==> config.mk <==
export PLATFORM = sky130hd
export DESIGN_NAME = mem_access_unit
export DESIGN_NICKNAME = d
export VERILOG_FILES = /design/src/rtl/mem_access_unit_pkg.sv /design/src/rtl/mem_access_unit_merge.sv /design/src/rtl/mem_access_unit.sv
export SDC_FILE = /design/constraint.sdc
export NUM_CORES = 1
export LEC_CHECK = 0
export CAP_MARGIN = 10
export CELL_PAD_IN_SITES_DETAIL_PLACEMENT = 0
export CELL_PAD_IN_SITES_GLOBAL_PLACEMENT = 1
export CORE_ASPECT_RATIO = 1.25
export CORE_UTILIZATION = 41
export DETAILED_ROUTE_END_ITERATION = 10
export PLACE_DENSITY_LB_ADDON = 0.1
export SYNTH_ARGS = -nofsm -noshare
export SYNTH_HDL_FRONTEND = slang
export SYNTH_HIERARCHICAL = 1
export SYNTH_SLANG_ARGS = --single-unit
==> constraint.sdc <==
create_clock -name clk -period 11.6 [get_ports clk]
set_input_delay 1.16 -clock clk [delete_from_list [all_inputs] [get_ports clk]]
set_output_delay 1.16 -clock clk [all_outputs]
set_load 0.02 [all_outputs]
==> src/rtl/mem_access_unit_pkg.sv <==
// Shared types for the MEM-stage load/store unit.
// Word / RamAddress size the data path and RAM byte address, MemFunct3 names
// the RV32I load/store funct3 codes. Helpers decode the access size and
// perform load sign/zero extension.
package mem_access_unit_pkg;
  localparam int ADDR_W         = 8;
  localparam int BYTES_PER_WORD = 4;

  typedef logic [31:0]       Word;
  typedef logic [ADDR_W-1:0] RamAddress;

  typedef enum logic [2:0] {
    LB  = 3'b000,
    LH  = 3'b001,
    LW  = 3'b010,
    LBU = 3'b100,
    LHU = 3'b101
  } MemFunct3;

  // Stores reuse the low three load codes.
  localparam MemFunct3 SB = LB;
  localparam MemFunct3 SH = LH;
  localparam MemFunct3 SW = LW;

  typedef enum logic {IDLE, SECOND} mau_state_t;

  // Access size in bytes from funct3[1:0]; 2'b11 is illegal and caught elsewhere.
  function automatic logic [2:0] size_bytes(input logic [1:0] sz);
    case (sz)
      2'b00:   size_bytes = 3'd1;
      2'b01:   size_bytes = 3'd2;
      default: size_bytes = 3'd4;
    endcase
  endfunction

  // raw holds the loaded bytes right-justified.
  function automatic Word load_extend(input Word raw, input logic [2:0] f3);
    case (f3)
      LB:      load_extend = {{24{raw[7]}}, raw[7:0]};
      LH:      load_extend = {{16{raw[15]}}, raw[15:0]};
      LBU:     load_extend = {24'h0, raw[7:0]};
      LHU:     load_extend = {16'h0, raw[15:0]};
      default: load_extend = raw;
    endcase
  endfunction
endpackage

==> src/rtl/mem_access_unit_merge.sv <==
// byte_lane_merge: replaces lanes first..first+count-1 of i_old with the low
// bytes of i_data (little-endian), leaving the other lanes untouched.
// Ports: i_old (current RAM word), i_data (store bytes, right-justified),
//        i_first (first lane), i_count (lane count 0..4), o_merged.
module byte_lane_merge
  import mem_access_unit_pkg::*;
(
  input  logic [31:0] i_old,
  input  logic [31:0] i_data,
  input  logic [1:0]  i_first,
  input  logic [2:0]  i_count,
  output logic [31:0] o_merged
);
  Word        w_shifted;
  logic [3:0] w_lo;
  logic [3:0] w_hi;

  assign w_shifted = i_data << {i_first, 3'b000};
  assign w_lo      = {2'b00, i_first};
  assign w_hi      = w_lo + {1'b0, i_count};

  for (genvar k = 0; k < BYTES_PER_WORD; k++) begin : g_lane
    logic w_sel;
    assign w_sel = (4'(k) >= w_lo) && (4'(k) < w_hi);
    assign o_merged[8*k +: 8] = w_sel ? w_shifted[8*k +: 8] : i_old[8*k +: 8];
  end
endmodule

==> src/rtl/mem_access_unit.sv <==
// mem_access_unit: RV32I load/store initiator for the MEM stage, driving a
// word-addressed RAM with a combinational read port. Sub-word stores are a
// single-cycle read-modify-write; word-crossing accesses take two cycles
// (or are errors when ALLOW_MISALIGNED=0).
// Ports:
//   clk, reset            clock, synchronous active-high reset
//   i_req_*/o_req_ready   request handshake, op, funct3, byte address, store data
//   o_resp_*              one-cycle response pulse, load data, error flag
//   o_ram_*/i_ram_rdata   RAM write enable, word address, write data, read data
module mem_access_unit
  import mem_access_unit_pkg::*;
#(
  parameter bit ALLOW_MISALIGNED = 1'b1
) (
  input  logic              clk,
  input  logic              reset,
  input  logic              i_req_valid,
  output logic              o_req_ready,
  input  logic              i_req_write,
  input  logic [2:0]        i_req_funct3,
  input  logic [ADDR_W-1:0] i_req_address,
  input  logic [31:0]       i_req_wdata,
  output logic              o_resp_valid,
  output logic [31:0]       o_resp_rdata,
  output logic              o_resp_error,
  output logic              o_ram_we,
  output logic [ADDR_W-1:0] o_ram_address,
  output logic [31:0]       o_ram_wdata,
  input  logic [31:0]       i_ram_rdata
);
  mau_state_t r_state, w_state_nxt;

  // Latched in cycle A of a crossing access.
  logic       r_write;
  logic [2:0] r_funct3;
  logic [1:0] r_off;
  logic [2:0] r_cnt_b;
  Word        r_wdata_hi;
  Word        r_lo;
  RamAddress  r_w1;

  logic r_resp_valid, r_resp_error;
  Word  r_resp_rdata;

  logic       w_accept, w_legal, w_cross;
  logic [1:0] w_off;
  logic [2:0] w_n;
  logic [3:0] w_end;
  RamAddress  w_base;

  logic       w_we, w_fire, w_err, w_capture;
  Word        w_rdata, w_merged, w_m_data;
  RamAddress  w_addr;
  logic [1:0] w_m_first;
  logic [2:0] w_m_count;

  assign o_req_ready = (r_state == IDLE) && !reset;
  assign w_accept    = i_req_valid && o_req_ready;
  assign w_off       = i_req_address[1:0];
  assign w_n         = size_bytes(i_req_funct3[1:0]);
  assign w_end       = {2'b00, w_off} + {1'b0, w_n};
  assign w_cross     = w_end > 4'd4;
  assign w_base      = {i_req_address[ADDR_W-1:2], 2'b00};

  // Stores: 000/001/010 only. Loads additionally allow 100/101.
  assign w_legal = (i_req_funct3[1:0] != 2'b11) &&
                   (i_req_write ? !i_req_funct3[2] : !(i_req_funct3[2] && i_req_funct3[1]));

  byte_lane_merge u_merge (
    .i_old    (i_ram_rdata),
    .i_data   (w_m_data),
    .i_first  (w_m_first),
    .i_count  (w_m_count),
    .o_merged (w_merged)
  );

  always_ff @(posedge clk) begin
    if (reset) r_state <= IDLE;
    else       r_state <= w_state_nxt;
  end

  always_comb begin
    w_state_nxt = r_state;
    w_we        = 1'b0;
    w_addr      = w_base;
    w_m_first   = w_off;
    w_m_count   = w_n;
    w_m_data    = i_req_wdata;
    w_fire      = 1'b0;
    w_err       = 1'b0;
    w_rdata     = '0;
    w_capture   = 1'b0;
    case (r_state)
      IDLE: begin
        if (w_accept) begin
          if (!w_legal || (w_cross && !ALLOW_MISALIGNED)) begin
            w_fire = 1'b1;
            w_err  = 1'b1;
          end else if (w_cross) begin
            // Cycle A: lanes off..3 of the low word.
            w_we        = i_req_write;
            w_m_count   = 3'd4 - {1'b0, w_off};
            w_capture   = 1'b1;
            w_state_nxt = SECOND;
          end else begin
            w_we    = i_req_write;
            w_fire  = 1'b1;
            w_rdata = i_req_write ? '0 :
                      load_extend(i_ram_rdata >> {w_off, 3'b000}, i_req_funct3);
          end
        end
      end
      SECOND: begin
        // Cycle B: lanes 0..r_cnt_b-1 of the next word.
        w_addr      = r_w1;
        w_m_first   = 2'd0;
        w_m_count   = r_cnt_b;
        w_m_data    = r_wdata_hi;
        w_we        = r_write;
        w_fire      = 1'b1;
        w_rdata     = r_write ? '0 :
                      load_extend(r_lo | (i_ram_rdata << (6'd32 - {1'b0, r_off, 3'b000})),
                                  r_funct3);
        w_state_nxt = IDLE;
      end
      default: w_state_nxt = IDLE;
    endcase
  end

  always_ff @(posedge clk) begin
    if (reset) begin
      r_resp_valid <= 1'b0;
      r_resp_rdata <= '0;
      r_resp_error <= 1'b0;
    end else begin
      r_resp_valid <= w_fire;
      if (w_fire) begin
        r_resp_rdata <= w_rdata;
        r_resp_error <= w_err;
      end
    end
  end

  always_ff @(posedge clk) begin
    if (w_capture) begin
      r_write    <= i_req_write;
      r_funct3   <= i_req_funct3;
      r_off      <= w_off;
      r_cnt_b    <= 3'(w_end - 4'd4);
      // Store bytes not consumed in cycle A, right-justified for cycle B.
      r_wdata_hi <= i_req_wdata >> (6'd32 - {1'b0, w_off, 3'b000});
      r_lo       <= i_ram_rdata >> {w_off, 3'b000};
      // Wraps naturally at the top of the address range.
      r_w1       <= w_base + RamAddress'(BYTES_PER_WORD);
    end
  end

  assign o_ram_we      = w_we && !reset;
  assign o_ram_address = w_addr;
  assign o_ram_wdata   = o_ram_we ? w_merged : '0;
  assign o_resp_valid  = r_resp_valid;
  assign o_resp_rdata  = r_resp_rdata;
  assign o_resp_error  = r_resp_error;
endmodule

==> metrics.md <==
| Metric | Value |
|---|---|
| CP Data Required Time | `between 10 and 15 ns` |
| Most common cell after layout, fill and taps aside | `clkdlybuf4s50_1` |
| Grt total ovfl | `0` |
| DP Area | `roughly 0.0097 mm2` |
| CTS tree | `built` |
| Setup bufs post-CTS | `0` |
| Bufs on Longest Clock Path | `2` |
| CTS Sinks | `114` |
| Post-synthesis simple-gate area fraction | `~16%` |
| HP Class | `flop to flop` |
| Worst-path maximum fanout | `between 50 and 60` |
| Share of cells above drive strength 1 | `between 10% and 20%` |
| Skew-Pair Late Insertion Delay | `0.42 ns` |
| Die W | `~130 um` |
| GPL Wtd Cong | `about 0.85` |
| Cell Rows | `56` |
| FF-to-FF Start | `r_off[0]` |
| Final period util | `around 75%` |
| Critical Path AT | `between 7 and 8 ns` |
| Hpwl dp | `18.8 mm` |
| Met1 Use GR | `roughly a third` |
| Ys Warns | `6` |
| Root buf cell | `clkbuf_16` |
| Async SR Flop Fraction | `0%` |
| Post-synthesis compound-gate area fraction | `between 20% and 30%` |
| IO Pins | `around 160` |
| Critical Path Sink Type | `output port` |
| Number of H-tree levels | `4` |
| Critical path class | `primary input to output port` |
| Post-synthesis xor/xnor area fraction | `less than 1%` |
| Clk slew on worst S/H paths | `about 0.06 ns` |
| Post-Synth Adder-Cell Area | `1.74%` |
| Worst Clk Skew | `approximately 0.0057 ns` |
| Layout area overhead | `27.2%` |
| # setup viols final | `0` |
| Max Freq | `about 110 MHz` |
| Least-Margin Pin Slew | `between 1 and 1.5 ns` |
| Cts repair resizes | `0` |
| Sequential fraction of the synthesis area | `about two fifths` |
| Cells after Synth | `826` |
| Most Crowded Layer GR | `met2` |
| Largest family of logic cells by synthesized area | `compound AO/OA/AOI/OAI gates` |
| Met3 Use GR | `3.53%` |
| Post-synth top flop | `edfxtp_1` |
| Crit path buf inv count | `6` |
| Initial core utilization | `42.4%` |
| CORE AREA | `about 0.019 mm2` |
| Post-route cell area | `a little over 0.01 mm2` |
| Most used cell, CP | `buf_4` |
| Max-Cap Viols | `0` |
| Drt via density | `5.76` |
| RSZ-0062 raised after global routing | `no` |
| Worst path max stage delay | `0.83 ns` |
| Most frequent cells in the layout | `clkdlybuf4s50_1 (151), edfxtp_1 (79), mux2_2 (69)` |
| Flops & latches, synth | `around 110` |
| Total Routing Usage GR | `a little over a quarter` |
| Full die area | `0.0202 mm2` |
| VDD IR max | `~0.00011 V` |
| Mapped Avg Cell Area | `a little under 10 um2` |
| Initial antenna violation count | `0` |
| First-pass DRT Iterations | `6` |
| Power per cell area | `roughly 120 mW/mm2` |
| DRC | `0` |
| Status | `complete, no violations` |
| Crit-path cells | `clkdlybuf4s50_1 -> buf_4 -> nor2_1 -> ha_1 -> inv_1 -> fa_1 -> nor2b_1 -> o22a_1 -> nor3_4 -> buf_4 -> buf_4 -> mux2i_1 -> o21ai_1 -> nand2b_1 -> nor4_1 -> or4_1 -> mux2_4 -> and2_1 -> clkdlybuf4s50_1` |
| Port Buffers | `152` |
| Post-DRT Antenna Nets | `0` |
| Final Critical Period | `a little under 9 ns` |
| First-pass GRT wire length | `roughly 40 mm` |
| Post-layout net count | `slightly above 1,000` |
| CP max stage cell | `or4_1` |
| Setup crit start kind | `primary input` |
| Hold Startpoint | `o_resp_rdata[0]` |
| Via Count | `approximately 7,000` |
| Leakage | `approximately 0.0036 uW` |
| Setup TNS | `0 ns` |
| Endpoints failing hold | `0` |
| Chip height | `around 160 um` |
| Largest net degree at the start of global routing | `roughly 80` |
| Routed WL per cell | `~21 um` |
| Mux share of post-synthesis cell area | `18.2%` |
| Final Slew Violations | `0` |
| Antenna cells | `0` |
| Vias in the first global route | `roughly 7,200` |
| Largest delay share family, worst path | `buffers and inverters` |
| Global-route track usage on met2 | `45.3%` |
| Synth cell types | `54` |
| Cell Area, Synth | `between 0.008 and 0.009 mm2` |
| CTS buffer count | `17` |
| EDFF count, synth | `79` |
| Hold-fix buffers, CTS | `0` |
| Total Wirelength | `26.0 mm` |
| Worst setup path start | `i_req_funct3[1]` |
| Starting DRT DRC Count | `449` |
| Relative slew margins | `25.6%` |
## per-stage QoR
stage / hold slack (ns) / instances / total power [uW] / util [%] / setup slack [ns]
floorplan: 0.547 / 827 / 653 / - / 1.91
detailed placement: 0.461 / 1186 / 765 / 51.1 / 2.92
global route: 0.499 / 1218 / 1290 / 53.9 / 2.52
CTS: 0.469 / 1218 / 1240 / 53.9 / 2.90
global placement: 0.463 / 1186 / 758 / 51.1 / 3.03
finish: 0.469 / 1218 / 1240 / 53.9 / 2.90
## cells by family after synthesis
family          Yosys count
compound gates          229
xor+xnor                  5
fa+ha+maj                10
buf+inv                  94
flops                   114
mux                     131
other cells               1
simple gates            242
## power by group
group	internal, uW	total, uW	switching, uW	leakage, uW
clock network	273	480	206	0.000250
registers	454	461	6.68	0.00106
logic	132	298	166	0.00231
## registers in the layout, indices dropped and copies added (netlist names), 2 cells and up
name / count
o_resp_rdata: 32
r_cnt_b: 3
r_lo: 32
r_funct3: 3
r_wdata_hi: 32
r_off: 2
r_w1: 6
## path summary, 6_finish.rpt
path / endpoint / depth (start not counted) / slack [ns]
setup / recovery: o_ram_wdata[6] / 19 / 2.90
hold / removal: o_resp_rdata[0] / 2 / 0.47
setup reg to reg: o_resp_rdata[19] / 8 / 8.45
hold reg to reg: o_resp_rdata[0] / 2 / 0.47
## layer usage
layer  wire length [um]  vias up  share of wire [%]
met2              12800      263                 49
met5                  0        -                  0
li1                   -     3308                  -
met3               1200       58                4.6
met4               1140        0                4.4
met1              10900     3386                 42
## final cells by class
cell class,instances,area [um2]
timing repair buffer,164,1610
clock buffer,17,425
sequential,114,3070
fill,1728,8760
inverter,28,105
clock inverter,15,113
tap,261,327
multi-input combinational,619,4580
## worst min-delay path: stages (launching register included)
cell and delay (ns):
dfxtp_1 0.31, nand3_1 0.06, a21oi_1 0.06
## cell usage after synthesis (all sizes together), types with 20 or more instances
cell type  count  area share (%)
o21ai         38             2.4
inv           27             1.3
a21oi         65             4.0
edfxtp        79              29
mux2          77              11
a22oi         33             3.7
nand2         20            0.93
nor3          30             2.0
clkbuf        40             1.9
nor2b         44             3.4
nor2          61             2.8
dfxtp         35             8.7
a211oi        67             7.1
buf           26             1.9
mux2i         52             6.5
and2          49             3.8
Note: power is estimated with default switching activity, not from simulation.
